--- src/rtl/usb3_stream_to_buf_in_if.sv ---
// Interface bundle for the USB3 stream-to-IN-buffer bridge: the source word stream
// together with the endpoint IN buffer write/commit port.
interface usb3_stream_to_buf_in_if;
    logic        s_valid;
    logic        s_ready;
    logic [31:0] s_data;
    logic        s_last;
    logic [1:0]  s_last_bytes;

    logic [8:0]  buf_in_addr;
    logic [31:0] buf_in_data;
    logic        buf_in_wren;
    logic        buf_in_ready;
    logic        buf_in_commit;
    logic [10:0] buf_in_commit_len;
    logic        buf_in_commit_ack;

    // Environment side: word source, IN buffer and protocol layer
    modport master (
        output s_valid, s_data, s_last, s_last_bytes,
        input  s_ready,
        input  buf_in_addr, buf_in_data, buf_in_wren,
        output buf_in_ready,
        input  buf_in_commit, buf_in_commit_len,
        output buf_in_commit_ack
    );

    // Bridge side
    modport slave (
        input  s_valid, s_data, s_last, s_last_bytes,
        output s_ready,
        output buf_in_addr, buf_in_data, buf_in_wren,
        input  buf_in_ready,
        output buf_in_commit, buf_in_commit_len,
        input  buf_in_commit_ack
    );
endinterface

--- src/rtl/usb3_stream_to_buf_in.sv ---
// Packs a 32-bit word stream into the endpoint IN buffer, one packet at a time, and
// commits each finished packet with its byte length to the protocol layer.
module usb3_stream_to_buf_in #(
    parameter int MAX_WORDS = 256
) (
    input  logic                   clk,
    input  logic                   reset_n,
    usb3_stream_to_buf_in_if.slave bus,
    output logic [15:0]            pkt_count,
    output logic                   busy
);

    typedef enum logic [1:0] {
        IDLE   = 2'd0,
        FILL   = 2'd1,
        FLUSH  = 2'd2,
        COMMIT = 2'd3
    } state_e;

    localparam logic [8:0] LAST_ADDR = 9'(MAX_WORDS - 1);

    logic        rstSync_q;
    state_e      state_q,   state_d;
    logic [8:0]  wordCnt_q, wordCnt_d;
    logic [8:0]  addr_q,    addr_d;
    logic [31:0] data_q,    data_d;
    logic        wren_q,    wren_d;
    logic [10:0] pendLen_q, pendLen_d;
    logic [10:0] len_q,     len_d;
    logic [15:0] pktCnt_q,  pktCnt_d;
    logic [2:0]  lastBytes;
    logic        pktEnd;

    // Reset asserts at once but releases on a clock edge, so the core leaves reset cleanly
    always_ff @(posedge clk or negedge reset_n) begin
        if (!reset_n) begin
            rstSync_q <= 1'b0;
        end else begin
            rstSync_q <= 1'b1;
        end
    end

    always_ff @(posedge clk or negedge rstSync_q) begin
        if (!rstSync_q) begin
            state_q   <= IDLE;
            wordCnt_q <= 9'd0;
            addr_q    <= 9'd0;
            data_q    <= 32'd0;
            wren_q    <= 1'b0;
            pendLen_q <= 11'd0;
            len_q     <= 11'd0;
            pktCnt_q  <= 16'd0;
        end else begin
            state_q   <= state_d;
            wordCnt_q <= wordCnt_d;
            addr_q    <= addr_d;
            data_q    <= data_d;
            wren_q    <= wren_d;
            pendLen_q <= pendLen_d;
            len_q     <= len_d;
            pktCnt_q  <= pktCnt_d;
        end
    end

    always_comb begin
        state_d   = state_q;
        wordCnt_d = wordCnt_q;
        addr_d    = addr_q;
        data_d    = data_q;
        wren_d    = 1'b0;
        pendLen_d = pendLen_q;
        len_d     = len_q;
        pktCnt_d  = pktCnt_q;
        lastBytes = 3'd4;
        pktEnd    = 1'b0;

        // A word that ends on the MAX_WORDS limit without s_last counts as full
        if (bus.s_last && (bus.s_last_bytes != 2'd0)) begin
            lastBytes = {1'b0, bus.s_last_bytes};
        end

        unique case (state_q)
            IDLE: begin
                wordCnt_d = 9'd0;
                if (bus.buf_in_ready) begin
                    state_d = FILL;
                end
            end
            FILL: begin
                if (bus.s_valid) begin
                    wren_d    = 1'b1;
                    addr_d    = wordCnt_q;
                    data_d    = bus.s_data;
                    wordCnt_d = wordCnt_q + 9'd1;
                    pktEnd    = bus.s_last || (wordCnt_q == LAST_ADDR);
                    if (pktEnd) begin
                        pendLen_d = {wordCnt_q, 2'b00} + {8'd0, lastBytes};
                        state_d   = FLUSH;
                    end
                end
            end
            FLUSH: begin
                // The length becomes visible together with the commit strobe
                len_d   = pendLen_q;
                state_d = COMMIT;
            end
            COMMIT: begin
                if (bus.buf_in_commit_ack) begin
                    pktCnt_d = pktCnt_q + 16'd1;
                    state_d  = IDLE;
                end
            end
            default: begin
                state_d = IDLE;
            end
        endcase
    end

    assign bus.s_ready           = (state_q == FILL);
    assign bus.buf_in_addr       = addr_q;
    assign bus.buf_in_data       = data_q;
    assign bus.buf_in_wren       = wren_q;
    assign bus.buf_in_commit     = (state_q == COMMIT);
    assign bus.buf_in_commit_len = len_q;
    assign pkt_count             = pktCnt_q;
    assign busy                  = (state_q != IDLE);

endmodule

--- src/flat_wrapper.sv ---
// flat-port wrapper written by rule: the top's interface ports become plain ports
module usb3_stream_to_buf_in_flat 
#(
    parameter int MAX_WORDS = 256
)
  (clk, reset_n, pkt_count, busy, bus_s_valid, bus_s_data, bus_s_last, bus_s_last_bytes, bus_s_ready, bus_buf_in_addr, bus_buf_in_data, bus_buf_in_wren, bus_buf_in_ready, bus_buf_in_commit, bus_buf_in_commit_len, bus_buf_in_commit_ack);
  usb3_stream_to_buf_in_if bus_i ();
  input  logic clk;
  input  logic reset_n;
  output logic [15:0] pkt_count;
  output logic busy;
  input wire logic [$bits(bus_i.s_valid)-1:0] bus_s_valid;
  input wire logic [$bits(bus_i.s_data)-1:0] bus_s_data;
  input wire logic [$bits(bus_i.s_last)-1:0] bus_s_last;
  input wire logic [$bits(bus_i.s_last_bytes)-1:0] bus_s_last_bytes;
  output wire logic [$bits(bus_i.s_ready)-1:0] bus_s_ready;
  output wire logic [$bits(bus_i.buf_in_addr)-1:0] bus_buf_in_addr;
  output wire logic [$bits(bus_i.buf_in_data)-1:0] bus_buf_in_data;
  output wire logic [$bits(bus_i.buf_in_wren)-1:0] bus_buf_in_wren;
  input wire logic [$bits(bus_i.buf_in_ready)-1:0] bus_buf_in_ready;
  output wire logic [$bits(bus_i.buf_in_commit)-1:0] bus_buf_in_commit;
  output wire logic [$bits(bus_i.buf_in_commit_len)-1:0] bus_buf_in_commit_len;
  input wire logic [$bits(bus_i.buf_in_commit_ack)-1:0] bus_buf_in_commit_ack;
  assign bus_i.s_valid = bus_s_valid;
  assign bus_i.s_data = bus_s_data;
  assign bus_i.s_last = bus_s_last;
  assign bus_i.s_last_bytes = bus_s_last_bytes;
  assign bus_s_ready = bus_i.s_ready;
  assign bus_buf_in_addr = bus_i.buf_in_addr;
  assign bus_buf_in_data = bus_i.buf_in_data;
  assign bus_buf_in_wren = bus_i.buf_in_wren;
  assign bus_i.buf_in_ready = bus_buf_in_ready;
  assign bus_buf_in_commit = bus_i.buf_in_commit;
  assign bus_buf_in_commit_len = bus_i.buf_in_commit_len;
  assign bus_i.buf_in_commit_ack = bus_buf_in_commit_ack;
  usb3_stream_to_buf_in #(.MAX_WORDS(MAX_WORDS)) u_core (.clk(clk), .reset_n(reset_n), .bus(bus_i), .pkt_count(pkt_count), .busy(busy));
endmodule
--- config.mk ---
export PLATFORM = sky130hd
export DESIGN_NAME = usb3_stream_to_buf_in_flat
export DESIGN_NICKNAME = d
export VERILOG_FILES = /design/src/rtl/usb3_stream_to_buf_in_if.sv /design/src/rtl/usb3_stream_to_buf_in.sv /design/src/flat_wrapper.sv
export SDC_FILE = /design/constraint.sdc
export NUM_CORES = 1
export LEC_CHECK = 0
export CAP_MARGIN = 10
export CORE_UTILIZATION = 50
export CTS_CLUSTER_DIAMETER = 150
export DETAILED_ROUTE_END_ITERATION = 16
export PLACE_DENSITY = 0.84
export SLEW_MARGIN = 30
export SYNTH_ARGS = -nofsm -noshare
export SYNTH_HDL_FRONTEND = slang
export SYNTH_SLANG_ARGS = --single-unit
--- constraint.sdc ---
create_clock -name clk -period 5.4 [get_ports clk]
set_input_delay 0.81 -clock clk [delete_from_list [all_inputs] [get_ports clk]]
set_output_delay 0.81 -clock clk [all_outputs]
set_load 0.03 [all_outputs]
==> impl_results.rst <==
.. list-table::
   :header-rows: 1

   * - Metric
     - Value
   * - Run status
     - complete, no violations
   * - Die area
     - 8030 um^2
   * - Max stage delay on crit path
     - 0.62 ns
   * - Post-synthesis simple-gate area fraction
     - 0.212
   * - Ports
     - 112
   * - PostCTS Resize Cnt
     - 0
   * - Power per cell area
     - 487 nW/um^2
   * - CP Buf/Inv Count
     - 3
   * - Data arrival time of the critical path
     - just over 3 ns
   * - CTS buffer count
     - 9
   * - Initial Utilization
     - 0.524
   * - Post-synthesis share of cell area spent on xor and xnor gates
     - 0.0570
   * - GPL Wtd Cong
     - approximately 0.77
   * - Register bit count reported by yosys
     - between 90 and 100
   * - Source of the critical timing path
     - bus_s_valid
   * - Routed via count divided by cell count
     - 4.86
   * - Dominant combinational cell family by area after synthesis
     - simple AND/OR/NAND/NOR gates
   * - Chip Width
     - approximately 90 um
   * - Number of distinct library cells after synthesis
     - 31
   * - Vias in the first global route
     - roughly 2800
   * - Post-detail-place hpwl
     - roughly 5700 um
   * - Static power due to leakage
     - about 2.5 nW
   * - Fin Hold WS
     - about 0.31 ns
   * - Area of the core
     - about 7300 um^2
   * - Post-synthesis cell type with the largest combined area
     - sky130_fd_sc_hd__dfrtp_1
   * - EDFF count, synth
     - 0
   * - Clock sinks
     - 92
   * - Top FF cell, synth
     - sky130_fd_sc_hd__dfrtp_1
   * - Count of mapped cells out of synthesis
     - about 380
   * - Startpoint Class
     - input port
   * - Fin Clk Skew
     - ~0.015 ns
   * - Top cell types by occurrence after synthesis
     - sky130_fd_sc_hd__nand2_1 (147), sky130_fd_sc_hd__dfrtp_1 (92), sky130_fd_sc_hd__xnor2_1 (17)
   * - First-pass GRT wire length
     - 12900 um
   * - Number of nets in the layout
     - approximately 530
   * - Main area contributors after synthesis
     - sky130_fd_sc_hd__dfrtp_1 (60%), sky130_fd_sc_hd__nand2_1 (14%), sky130_fd_sc_hd__xnor2_1 (3.9%), sky130_fd_sc_hd__mux2_2 (3.5%), sky130_fd_sc_hd__ha_1 (3.3%)
   * - Drc violations
     - 0
   * - Maximum fanout count along the critical path
     - 50
   * - Post-detailed-route wirelength per cell
     - ~14 um
   * - Detailed Route Iter0 Violations
     - ~170
   * - Final-layout setup total negative slack
     - 0 ns
   * - Max-slew headroom
     - 0.489
   * - Number of buffers added on ports
     - ~110
   * - Post-cts hold buffer count
     - 0
   * - Fmax achieved
     - 0.352 GHz
   * - Element type at the critical path end
     - register
   * - Area growth syn-to-layout
     - 37.2%
   * - All-Layer GR Usage
     - 0.214
   * - Die Y
     - 89.6 um
   * - Largest net degree at the start of global routing
     - 53
   * - Source of the worst register-to-register timing path
     - u_core.state_q[1]$_DFFE_PN0P_
   * - Average instance area after synthesis
     - between 10 and 15 um^2
   * - Antenna Violating Nets Remaining
     - 0
   * - Ant diodes
     - 0
   * - Final critical-path share of the clock period
     - 0.526
   * - Slowest cell on the critical path
     - sky130_fd_sc_hd__inv_2
   * - Max-slew violations
     - 0
   * - Setup slack of the critical path after layout
     - about 2.6 ns
   * - Class of the tightest hold or removal check
     - register to asynchronous set/reset pin
   * - Period minus WS final
     - roughly 2.8 ns
   * - Final hold vios
     - 0
   * - Site row count
     - 31
   * - Required time worst endpoint
     - 5.62 ns
   * - Synth Area in Compound Gates
     - 0.0257
   * - H-tree depth reported by CTS
     - 3
   * - Later-pin clock latency in the skew report
     - about 0.35 ns
   * - Critical Path, Cell by Cell
     - clkdlybuf4s50_1, nand2_1, buf_4, inv_2, o21ai_2, mux2_1
   * - Crit Path Category
     - input port to register
   * - Fraction of final layout cells with drive strength greater than 1
     - 0.0758
   * - Count of maximum capacitance violations
     - 0
   * - Ys async rst share
     - 1.00
   * - Initial antenna violation count
     - 0
   * - Reg clk slew, reported paths
     - approximately 0.090 ns
   * - Slew @ Worst Pin
     - roughly 0.77 ns
   * - Total nets after synthesis
     - roughly 430
   * - Via total after detailed routing
     - roughly 2900
   * - Setup repair after global routing missed its margin
     - false
   * - CTS Root Cell
     - sky130_fd_sc_hd__clkbuf_8
   * - Synth top area share
     - 0.600
   * - Congestion Overflow GR
     - 0
   * - Clock tree from TritonCTS
     - yes
   * - Kind of cell adding the most delay to the critical path
     - buffers and inverters
   * - Post CTS Setup Buffer Count
     - 0
   * - Worst IR Drop VDD
     - ~0.32 mV
   * - Combined area of all synthesized cells
     - roughly 3800 um^2
   * - Portion of netlist area occupied by mux cells
     - 0.0463
   * - Number of warnings reported in the yosys synthesis log
     - 0
   * - Minimum setup slack after placement
     - around 2.2 ns
   * - Core Util, Final
     - 0.718
   * - Total of endpoints with negative setup slack in the final report
     - 0
   * - Detailed-router iteration count before antenna repair
     - 4
   * - Adder-Cell Fraction of Synth Area
     - 0.0326
   * - Wire length after detailed routing
     - 8050 um
   * - Maximum buffer depth of the clock tree
     - 2
   * - Register area share after synthesis
     - 0.600
   * - Most repeated cell in the gate-level netlist after synthesis
     - sky130_fd_sc_hd__nand2_1
==> worst paths after layout <==
check,end,slack [ns],depth (start not counted)
hold / removal,u_core.bus.buf_in_data[24]$_DFFE_PN0P_,0.31,0
min in group clk,u_core.pkt_count[15]$_DFFE_PN0P_,0.47,1
hold reg to reg,u_core.bus.buf_in_data[24]$_DFFE_PN0P_,0.31,0
setup / recovery,u_core.pendLen_q[2]$_DFFE_PN0P_,2.56,6
max in group asynchronous,u_core.pendLen_q[1]$_DFFE_PN0P_,4.44,1
setup reg to reg,u_core.pendLen_q[2]$_DFFE_PN0P_,2.74,7
==> layout by cell type, fill, tap and decap left out, drive strengths merged, types with 7 or more instances in the layout <==
cell           synthesis  routed
clkbuf                 1      13
inv                    7       7
nor2                  10      10
xnor2                 17      17
clkdlybuf4s50          0     111
o21ai                 17      17
ha                    10      10
mux2                  14      14
dfrtp                 92      92
nand2                148     148
xor2                   8       8
nand3                 15      15
==> metrics by stage <==
step	cell area, um^2	total power, mW	std cells
final	5270	2.57	587
after global routing	5270	2.71	587
after CTS	5270	2.59	587
after detailed placement	5040	2.06	571
after global placement	5010	2.03	570
after floorplan	3840	1.62	375
==> layer usage <==
metal,vias up,GRT usage,share of wire
li1,1412,-,-
met3,9,0.0622,0.056
met4,0,0.0823,0.015
met5,-,0,0
met2,73,0.330,0.47
met1,1361,0.287,0.46
==> cell families after synthesis <==
family,Yosys count
mux,16
buf+inv,23
simple gates,190
other cells,1
compound gates,18
xor+xnor,25
fa+ha+maj,10
flops,92
==> area by class of cell <==
class,instances,area [um^2]
sequential,92,2310
fill,516,2060
multi-input combinational,260,1440
timing repair buffer,113,1150
clock buffer,13,159
tap,99,124
clock inverter,3,68.8
inverter,7,26.3
==> registers in the layout, indices dropped and copies added, names as in the netlist <==
register	cells
u_core.bus.buf_in_wren	1
u_core.bus.buf_in_commit_len	11
u_core.bus.buf_in_data	32
u_core.wordCnt_q	9
u_core.state_q	2
u_core.rstSync_q	1
u_core.pkt_count	16
u_core.bus.buf_in_addr	9
u_core.pendLen_q	11
==> where the power goes <==
part / leakage (nW) / switching [mW] / internal, mW / total (mW)
Sequential: 1.21 / 0.126 / 0.866 / 0.992
Clock: 0.114 / 0.230 / 0.288 / 0.518
Combinational: 1.21 / 0.629 / 0.427 / 1.06
Total: 2.53 / 0.985 / 1.58 / 2.57
No activity file was read; power rests on OpenSTA's default activity.
